File: src/rtl/gx4000_cart_reader_if.sv
// Bus bundle between the Z80-side host and the cartridge reader: CPU read
// strobe, bank-register strobes, read response, and the cartridge memory port.
interface gx4000_cart_reader_if #(
    parameter int CART_AW = 19
);
    logic [15:0]        cpu_addr;
    logic [7:0]         cpu_data;
    logic               cpu_rd;
    logic               rmr2_wr;
    logic               rom_sel_wr;
    logic               rom_lower_en;
    logic               rom_upper_en;
    logic [7:0]         cpu_dout;
    logic               cpu_dvalid;
    logic               cpu_wait;
    logic               cart_hit;
    logic [CART_AW-1:0] mem_addr;
    logic               mem_req;
    logic               mem_ack;
    logic [7:0]         mem_q;
    logic               timeout_err;

    // Host side: drives CPU strobes and plays the cartridge memory.
    modport master (
        output cpu_addr, cpu_data, cpu_rd, rmr2_wr, rom_sel_wr,
               rom_lower_en, rom_upper_en, mem_ack, mem_q,
        input  cpu_dout, cpu_dvalid, cpu_wait, cart_hit, mem_addr,
               mem_req, timeout_err
    );

    // Reader side.
    modport slave (
        input  cpu_addr, cpu_data, cpu_rd, rmr2_wr, rom_sel_wr,
               rom_lower_en, rom_upper_en, mem_ack, mem_q,
        output cpu_dout, cpu_dvalid, cpu_wait, cart_hit, mem_addr,
               mem_req, timeout_err
    );
endinterface

File: src/rtl/gx4000_cart_reader.sv
// GX4000 cartridge reader: decodes Z80 reads into the lower/upper cartridge
// ROM windows using the RMR2 and upper-ROM-select bank registers, fetches the
// byte from cartridge memory (with a one-entry cache and an ack timeout) and
// returns it with a one-cycle valid pulse.
module gx4000_cart_reader #(
    parameter int CART_AW = 19,
    parameter int TIMEOUT = 255
) (
    input  logic                  clk_sys,
    input  logic                  reset,
    gx4000_cart_reader_if.slave   bus
);

    localparam int CW = (TIMEOUT < 2) ? 1 : $clog2(TIMEOUT);

    typedef enum logic [1:0] {IDLE, REQ, DONE} state_t;

    state_t             state_q;
    logic [2:0]         lower_page_q;
    logic [1:0]         lower_loc_q;
    logic [4:0]         upper_page_q;
    logic [CART_AW-1:0] cache_tag_q;
    logic [7:0]         cache_data_q;
    logic               cache_vld_q;
    logic [CW-1:0]      tmo_cnt_q;
    logic [7:0]         dout_q;
    logic               dvalid_q;
    logic               wait_q;
    logic               hit_q;
    logic [CART_AW-1:0] addr_q;
    logic               req_q;
    logic               terr_q;

    logic               hit_d;
    logic               cache_hit_d;
    logic [4:0]         page_d;
    logic [1:0]         lower_region_d;
    logic [18:0]        full_addr_d;
    logic [CART_AW-1:0] addr_d;

    // Bits 6:5 of the write data carry no bank information.
    logic unused_data_bits;
    assign unused_data_bits = &{1'b0, bus.cpu_data[6:5]};

    // Window decode from the current (pre-write) bank registers.
    always_comb begin
        lower_region_d = (lower_loc_q == 2'd3) ? 2'd0 : lower_loc_q;
        hit_d          = 1'b0;
        page_d         = 5'd0;
        if (bus.rom_lower_en && bus.cpu_addr[15:14] == lower_region_d) begin
            hit_d  = 1'b1;
            page_d = {2'b00, lower_page_q};
        end else if (bus.rom_upper_en && bus.cpu_addr[15:14] == 2'b11) begin
            hit_d  = 1'b1;
            page_d = upper_page_q;
        end
        full_addr_d = {page_d, bus.cpu_addr[13:0]};
        addr_d      = CART_AW'(full_addr_d);
        cache_hit_d = cache_vld_q && (cache_tag_q == addr_d);
    end

    // Bank registers; a write coincident with a read takes effect next cycle.
    always_ff @(posedge clk_sys or negedge reset) begin
        if (!reset) begin
            lower_page_q <= 3'd0;
            lower_loc_q  <= 2'd0;
            upper_page_q <= 5'd1;
        end else begin
            if (bus.rmr2_wr) begin
                lower_page_q <= bus.cpu_data[2:0];
                lower_loc_q  <= bus.cpu_data[4:3];
            end
            if (bus.rom_sel_wr)
                upper_page_q <= bus.cpu_data[7] ? bus.cpu_data[4:0] : 5'd1;
        end
    end

    // Access FSM with registered outputs, one-entry cache and ack timeout.
    // A cache hit spends one DONE cycle presenting the cached byte before the
    // valid pulse; a fetch enters DONE with the pulse already raised.
    always_ff @(posedge clk_sys or negedge reset) begin
        if (!reset) begin
            state_q      <= IDLE;
            cache_tag_q  <= '0;
            cache_data_q <= 8'h00;
            cache_vld_q  <= 1'b0;
            tmo_cnt_q    <= '0;
            dout_q       <= 8'h00;
            dvalid_q     <= 1'b0;
            wait_q       <= 1'b0;
            hit_q        <= 1'b0;
            addr_q       <= '0;
            req_q        <= 1'b0;
            terr_q       <= 1'b0;
        end else begin
            hit_q <= 1'b0;
            case (state_q)
                IDLE: begin
                    if (bus.cpu_rd && hit_d) begin
                        hit_q  <= 1'b1;
                        wait_q <= 1'b1;
                        if (cache_hit_d) begin
                            dout_q  <= cache_data_q;
                            state_q <= DONE;
                        end else begin
                            addr_q    <= addr_d;
                            req_q     <= 1'b1;
                            tmo_cnt_q <= '0;
                            state_q   <= REQ;
                        end
                    end
                end
                REQ: begin
                    if (bus.mem_ack) begin
                        dout_q       <= bus.mem_q;
                        cache_data_q <= bus.mem_q;
                        cache_tag_q  <= addr_q;
                        cache_vld_q  <= 1'b1;
                        req_q        <= 1'b0;
                        dvalid_q     <= 1'b1;
                        state_q      <= DONE;
                    end else if (tmo_cnt_q == CW'(TIMEOUT - 1)) begin
                        dout_q   <= 8'hFF;
                        req_q    <= 1'b0;
                        terr_q   <= 1'b1;
                        dvalid_q <= 1'b1;
                        state_q  <= DONE;
                    end else begin
                        tmo_cnt_q <= tmo_cnt_q + CW'(1);
                    end
                end
                DONE: begin
                    if (dvalid_q) begin
                        dvalid_q <= 1'b0;
                        wait_q   <= 1'b0;
                        state_q  <= IDLE;
                    end else begin
                        dvalid_q <= 1'b1;
                    end
                end
                default: state_q <= IDLE;
            endcase
            // Any remap invalidates the cache, even over a same-cycle fill.
            if (bus.rmr2_wr || bus.rom_sel_wr)
                cache_vld_q <= 1'b0;
        end
    end

    assign bus.cpu_dout    = dout_q;
    assign bus.cpu_dvalid  = dvalid_q;
    assign bus.cpu_wait    = wait_q;
    assign bus.cart_hit    = hit_q;
    assign bus.mem_addr    = addr_q;
    assign bus.mem_req     = req_q;
    assign bus.timeout_err = terr_q;

endmodule

File: src/flat_wrapper.sv
// flat-port wrapper written by rule: the top's interface ports become plain ports
module gx4000_cart_reader_flat 
#(
    parameter int CART_AW = 19,
    parameter int TIMEOUT = 255
)
  (clk_sys, reset, bus_cpu_addr, bus_cpu_data, bus_cpu_rd, bus_rmr2_wr, bus_rom_sel_wr, bus_rom_lower_en, bus_rom_upper_en, bus_mem_ack, bus_mem_q, bus_cpu_dout, bus_cpu_dvalid, bus_cpu_wait, bus_cart_hit, bus_mem_addr, bus_mem_req, bus_timeout_err);
  gx4000_cart_reader_if #(.CART_AW(CART_AW)) bus_i ();
  input  logic clk_sys;
  input  logic reset;
  input wire logic [$bits(bus_i.cpu_addr)-1:0] bus_cpu_addr;
  input wire logic [$bits(bus_i.cpu_data)-1:0] bus_cpu_data;
  input wire logic [$bits(bus_i.cpu_rd)-1:0] bus_cpu_rd;
  input wire logic [$bits(bus_i.rmr2_wr)-1:0] bus_rmr2_wr;
  input wire logic [$bits(bus_i.rom_sel_wr)-1:0] bus_rom_sel_wr;
  input wire logic [$bits(bus_i.rom_lower_en)-1:0] bus_rom_lower_en;
  input wire logic [$bits(bus_i.rom_upper_en)-1:0] bus_rom_upper_en;
  input wire logic [$bits(bus_i.mem_ack)-1:0] bus_mem_ack;
  input wire logic [$bits(bus_i.mem_q)-1:0] bus_mem_q;
  output wire logic [$bits(bus_i.cpu_dout)-1:0] bus_cpu_dout;
  output wire logic [$bits(bus_i.cpu_dvalid)-1:0] bus_cpu_dvalid;
  output wire logic [$bits(bus_i.cpu_wait)-1:0] bus_cpu_wait;
  output wire logic [$bits(bus_i.cart_hit)-1:0] bus_cart_hit;
  output wire logic [$bits(bus_i.mem_addr)-1:0] bus_mem_addr;
  output wire logic [$bits(bus_i.mem_req)-1:0] bus_mem_req;
  output wire logic [$bits(bus_i.timeout_err)-1:0] bus_timeout_err;
  assign bus_i.cpu_addr = bus_cpu_addr;
  assign bus_i.cpu_data = bus_cpu_data;
  assign bus_i.cpu_rd = bus_cpu_rd;
  assign bus_i.rmr2_wr = bus_rmr2_wr;
  assign bus_i.rom_sel_wr = bus_rom_sel_wr;
  assign bus_i.rom_lower_en = bus_rom_lower_en;
  assign bus_i.rom_upper_en = bus_rom_upper_en;
  assign bus_i.mem_ack = bus_mem_ack;
  assign bus_i.mem_q = bus_mem_q;
  assign bus_cpu_dout = bus_i.cpu_dout;
  assign bus_cpu_dvalid = bus_i.cpu_dvalid;
  assign bus_cpu_wait = bus_i.cpu_wait;
  assign bus_cart_hit = bus_i.cart_hit;
  assign bus_mem_addr = bus_i.mem_addr;
  assign bus_mem_req = bus_i.mem_req;
  assign bus_timeout_err = bus_i.timeout_err;
  gx4000_cart_reader #(.CART_AW(CART_AW), .TIMEOUT(TIMEOUT)) u_core (.clk_sys(clk_sys), .reset(reset), .bus(bus_i));
endmodule
File: config.mk
export PLATFORM = sky130hd
export DESIGN_NAME = gx4000_cart_reader_flat
export DESIGN_NICKNAME = d
export VERILOG_FILES = /design/src/rtl/gx4000_cart_reader_if.sv /design/src/rtl/gx4000_cart_reader.sv /design/src/flat_wrapper.sv
export SDC_FILE = /design/constraint.sdc
export NUM_CORES = 1
export LEC_CHECK = 0
export BUFFER_PORTS_ARGS = -buffer_cell sky130_fd_sc_hd__buf_2
export CAP_MARGIN = 30
export CORE_UTILIZATION = 35
export DETAILED_ROUTE_END_ITERATION = 12
export PLACE_DENSITY = 0.6
export SETUP_SLACK_MARGIN = 0.15
export SYNTH_ARGS = -nofsm -noshare
export SYNTH_HDL_FRONTEND = slang
export SYNTH_SLANG_ARGS = --single-unit
File: constraint.sdc
create_clock -name clk_sys -period 2.7 [get_ports clk_sys]
set_input_delay 0.135 -clock clk_sys [delete_from_list [all_inputs] [get_ports clk_sys]]
set_output_delay 0.135 -clock clk_sys [all_outputs]
set_load 0.01 [all_outputs]
==> metrics.txt <==
number of global-route vias before repair 2761; Yosys warnings 0; Final Skew about 0.013 ns; GP Congestion 0.778; Crit. End Element register; number of remaining DRC errors 0; mapped cell area 3900 µm²; dpl cells 539; setup total negative slack 0 ns; syn_nets 381; Num CTS Buffers 9; WL/cell 14.5 µm; crit path DAT around 2.5 ns; Tot GR Track Use 0.155; height of the die 108 µm; Setup-failing EPs final 0; post-DP HPWL 5.73 mm; CP max FO 7; Pleak roughly 2.2 nW; Worst-Margin Slew 0.679 ns; Vias/cell about 5.0; fin cells 560; drt first pass iters 4; initial antenna violation count 0; Iter 0 DRT Violations 123; setup bufs post-CTS 0; Worst-Skew Late Latency around 0.36 ns; H-tree depth 3; CP required just under 3 ns; post-synthesis register bit count 80; IO buf count 69; PD cells 1020 nW/µm²; total congestion overflow 0; Slowest cell on crit path dfrtp_1; Worst VDD drop about 0.46 mV; FMAX 443 MHz; CTS clk-pin slew, worst paths 0.08 ns; synthesized netlist cell count between 300 and 400; most frequent cells in the layout dfrtp_1 (79), buf_2 (68), inv_1 (27), mux2_2 (27), nand2_1 (21); drt total wl between 8 and 9 mm; run status finished clean; number of diodes 0; WS Path Type reg -> reg; Final WS setup approximately 0.44 ns; Avg Synthesized Cell Area 11.6 µm²; slew margin rel. 0.543; Tmin final roughly 2.3 ns; share of layout cells above drive strength 1 0.336; Chip Width 108 µm; Initial Utilization 0.360; Final Slew Violations 0; Setup WS pre-CTS around 0.22 ns; critical path cell sequence xnor2_1, nand4_1, nor4_2, o2111ai_2, nor4b_2, o21ai_4, buf_4, mux2i_1; area of the core between 10000 and 15000 µm²; die area 11600 µm²; crit path launch type register; Post-synth top flop dfrtp_1; largest net degree at the start of global routing between 50 and 60; Crit path largest cell delay 0.39 ns; class of the worst hold path in -> reg; Clock Tree Root clkbuf_8; # IOs 72; ANT nets after route 0; final hold violation count 0; sequential fraction of the synthesis area 0.514; RSZ-0062 raised after global routing false; clock sink count 80; most common cell after layout, fill and taps aside dfrtp_1; first-pass GRT wire length 13.8 mm; clock tree buffer depth 2; asr flop ratio synth 1.00; Syn-to-layout area delta 20.6%; Post-synth EDFFs 0; maxcap violations 0; Layout Nets 460; Cell Rows 38; Final Cycle Share 0.836; CTS tree yes; Synth cell types between 40 and 50; DR vias ~2800
-- timing repair --
item,4_1_cts,5_1_grt
hold endpoints to repair,27,0
setup endpoints to repair,0,32
hold buffers,5,0
resized for setup,0,3
-- metal layers --
| metal | routed length [µm] | vias to the layer above | GRT usage |
|---|---|---|---|
| met4 | 157 | 0 | 0.0705 |
| li1 | - | 1370 | - |
| met5 | 0 | - | 0 |
| met3 | 475 | 12 | 0.0381 |
| met1 | 3830 | 1367 | 0.213 |
| met2 | 3680 | 67 | 0.228 |
-- synth_stat cells, types with 2 or more instances --
library cell  number  share of area
nand2_1           21          0.020
nor2_1            13          0.013
mux2_2            27          0.078
clkbuf_1           7         0.0067
dfrtp_1           79           0.51
mux2i_1           13          0.033
buf_6              3         0.0087
nor3_1             5         0.0064
o21ai_1            4         0.0051
ha_1               5          0.016
mux2_1            10          0.029
mux2_4             9          0.035
a21oi_1            5         0.0064
xnor2_1           15          0.034
nand4_1            9          0.014
o22ai_1            9          0.014
a31o_2             2         0.0045
and3_1             2         0.0032
nand2b_1           3         0.0048
nand3_1           14          0.018
a31oi_1            7          0.011
a211o_1            3         0.0067
buf_4              2         0.0039
o2111ai_1          2         0.0045
inv_1             27          0.026
nor2b_1            2         0.0032
nor4_1             2         0.0032
o21ai_0           16          0.021
-- metrics by stage --
step / hold slack (ns) / instance area [µm²] / total power, W / utilization
floorplan: -0.161 / 3900 / 0.00335 / -
global placement: 0.347 / 4420 / 0.00391 / 0.408
detailed placement: 0.0744 / 4450 / 0.00397 / 0.411
CTS: 0.000522 / 4690 / 0.00484 / 0.432
global route: 0.00755 / 4700 / 0.00516 / 0.434
finish: 0.0184 / 4700 / 0.00478 / 0.434
-- final cells by class --
type / instances / area [µm²]
flip-flops and latches: 80 / 2000
well taps: 140 / 175
repair buffers: 80 / 500
clock buffers: 14 / 173
clock inverters: 2 / 12.5
fillers: 1048 / 6140
inverters: 27 / 101
multi-input cells: 217 / 1740
-- worst max-delay path, delay by kind of cell (launching register included) --
family	cells	cell delay (ns)
XOR/XNOR	1	0.15
flip-flops	1	0.39
multiplexers	1	0.13
AND/OR/NAND/NOR	3	0.87
buffers and inverters	1	0.22
AO/OA/AOI/OAI	2	0.37
-- kinds of logic after synthesis --
logic type / after synthesis / share of synthesized area
xor+xnor: 16 / 0.0360
compound gates: 59 / 0.111
simple gates: 78 / 0.103
buf+inv: 39 / 0.0453
flops: 80 / 0.514
mux: 59 / 0.175
fa+ha+maj: 5 / 0.0161
-- path summary, 6_finish.rpt --
path	to	cells past startpoint	start	slack, ns
min in group asynchronous	u_core.cache_tag_q[12]$_DFFE_PN0P_	2	reset	0.24
hold reg to reg	u_core.bus.timeout_err$_DFFE_PN0P_	1	u_core.bus.timeout_err$_DFFE_PN0P_	0.48
max in group asynchronous	u_core.cache_data_q[4]$_DFFE_PN0P_	3	reset	1.88
setup / recovery	u_core.bus.cpu_dout[3]$_DFFE_PN0P_	8	u_core.cache_tag_q[2]$_DFFE_PN0P_	0.44
setup reg to reg	u_core.bus.cpu_dout[3]$_DFFE_PN0P_	8	u_core.cache_tag_q[2]$_DFFE_PN0P_	0.44
hold / removal	u_core.lower_page_q[1]$_DFFE_PN0P_	3	bus_cpu_data[1]	0.02
-- where the power goes --
group / internal (W) / total (W) / switching [W]
Combinational: 0.000990 / 0.00193 / 0.000939
Sequential: 0.00168 / 0.00202 / 0.000338
Clock: 0.000409 / 0.000835 / 0.000425
-- state kept, by name (all words and copies together), names as in the netlist, 2 cells and up --
register	cells
u_core.bus.mem_addr	19
u_core.lower_loc_q	2
u_core.cache_tag_q	19
u_core.tmo_cnt_q	8
u_core.state_q	2
u_core.cache_data_q	8
u_core.bus.cpu_dout	8
u_core.lower_page_q	3
u_core.upper_page_q	5
Note: power is estimated with default switching activity, not from simulation.
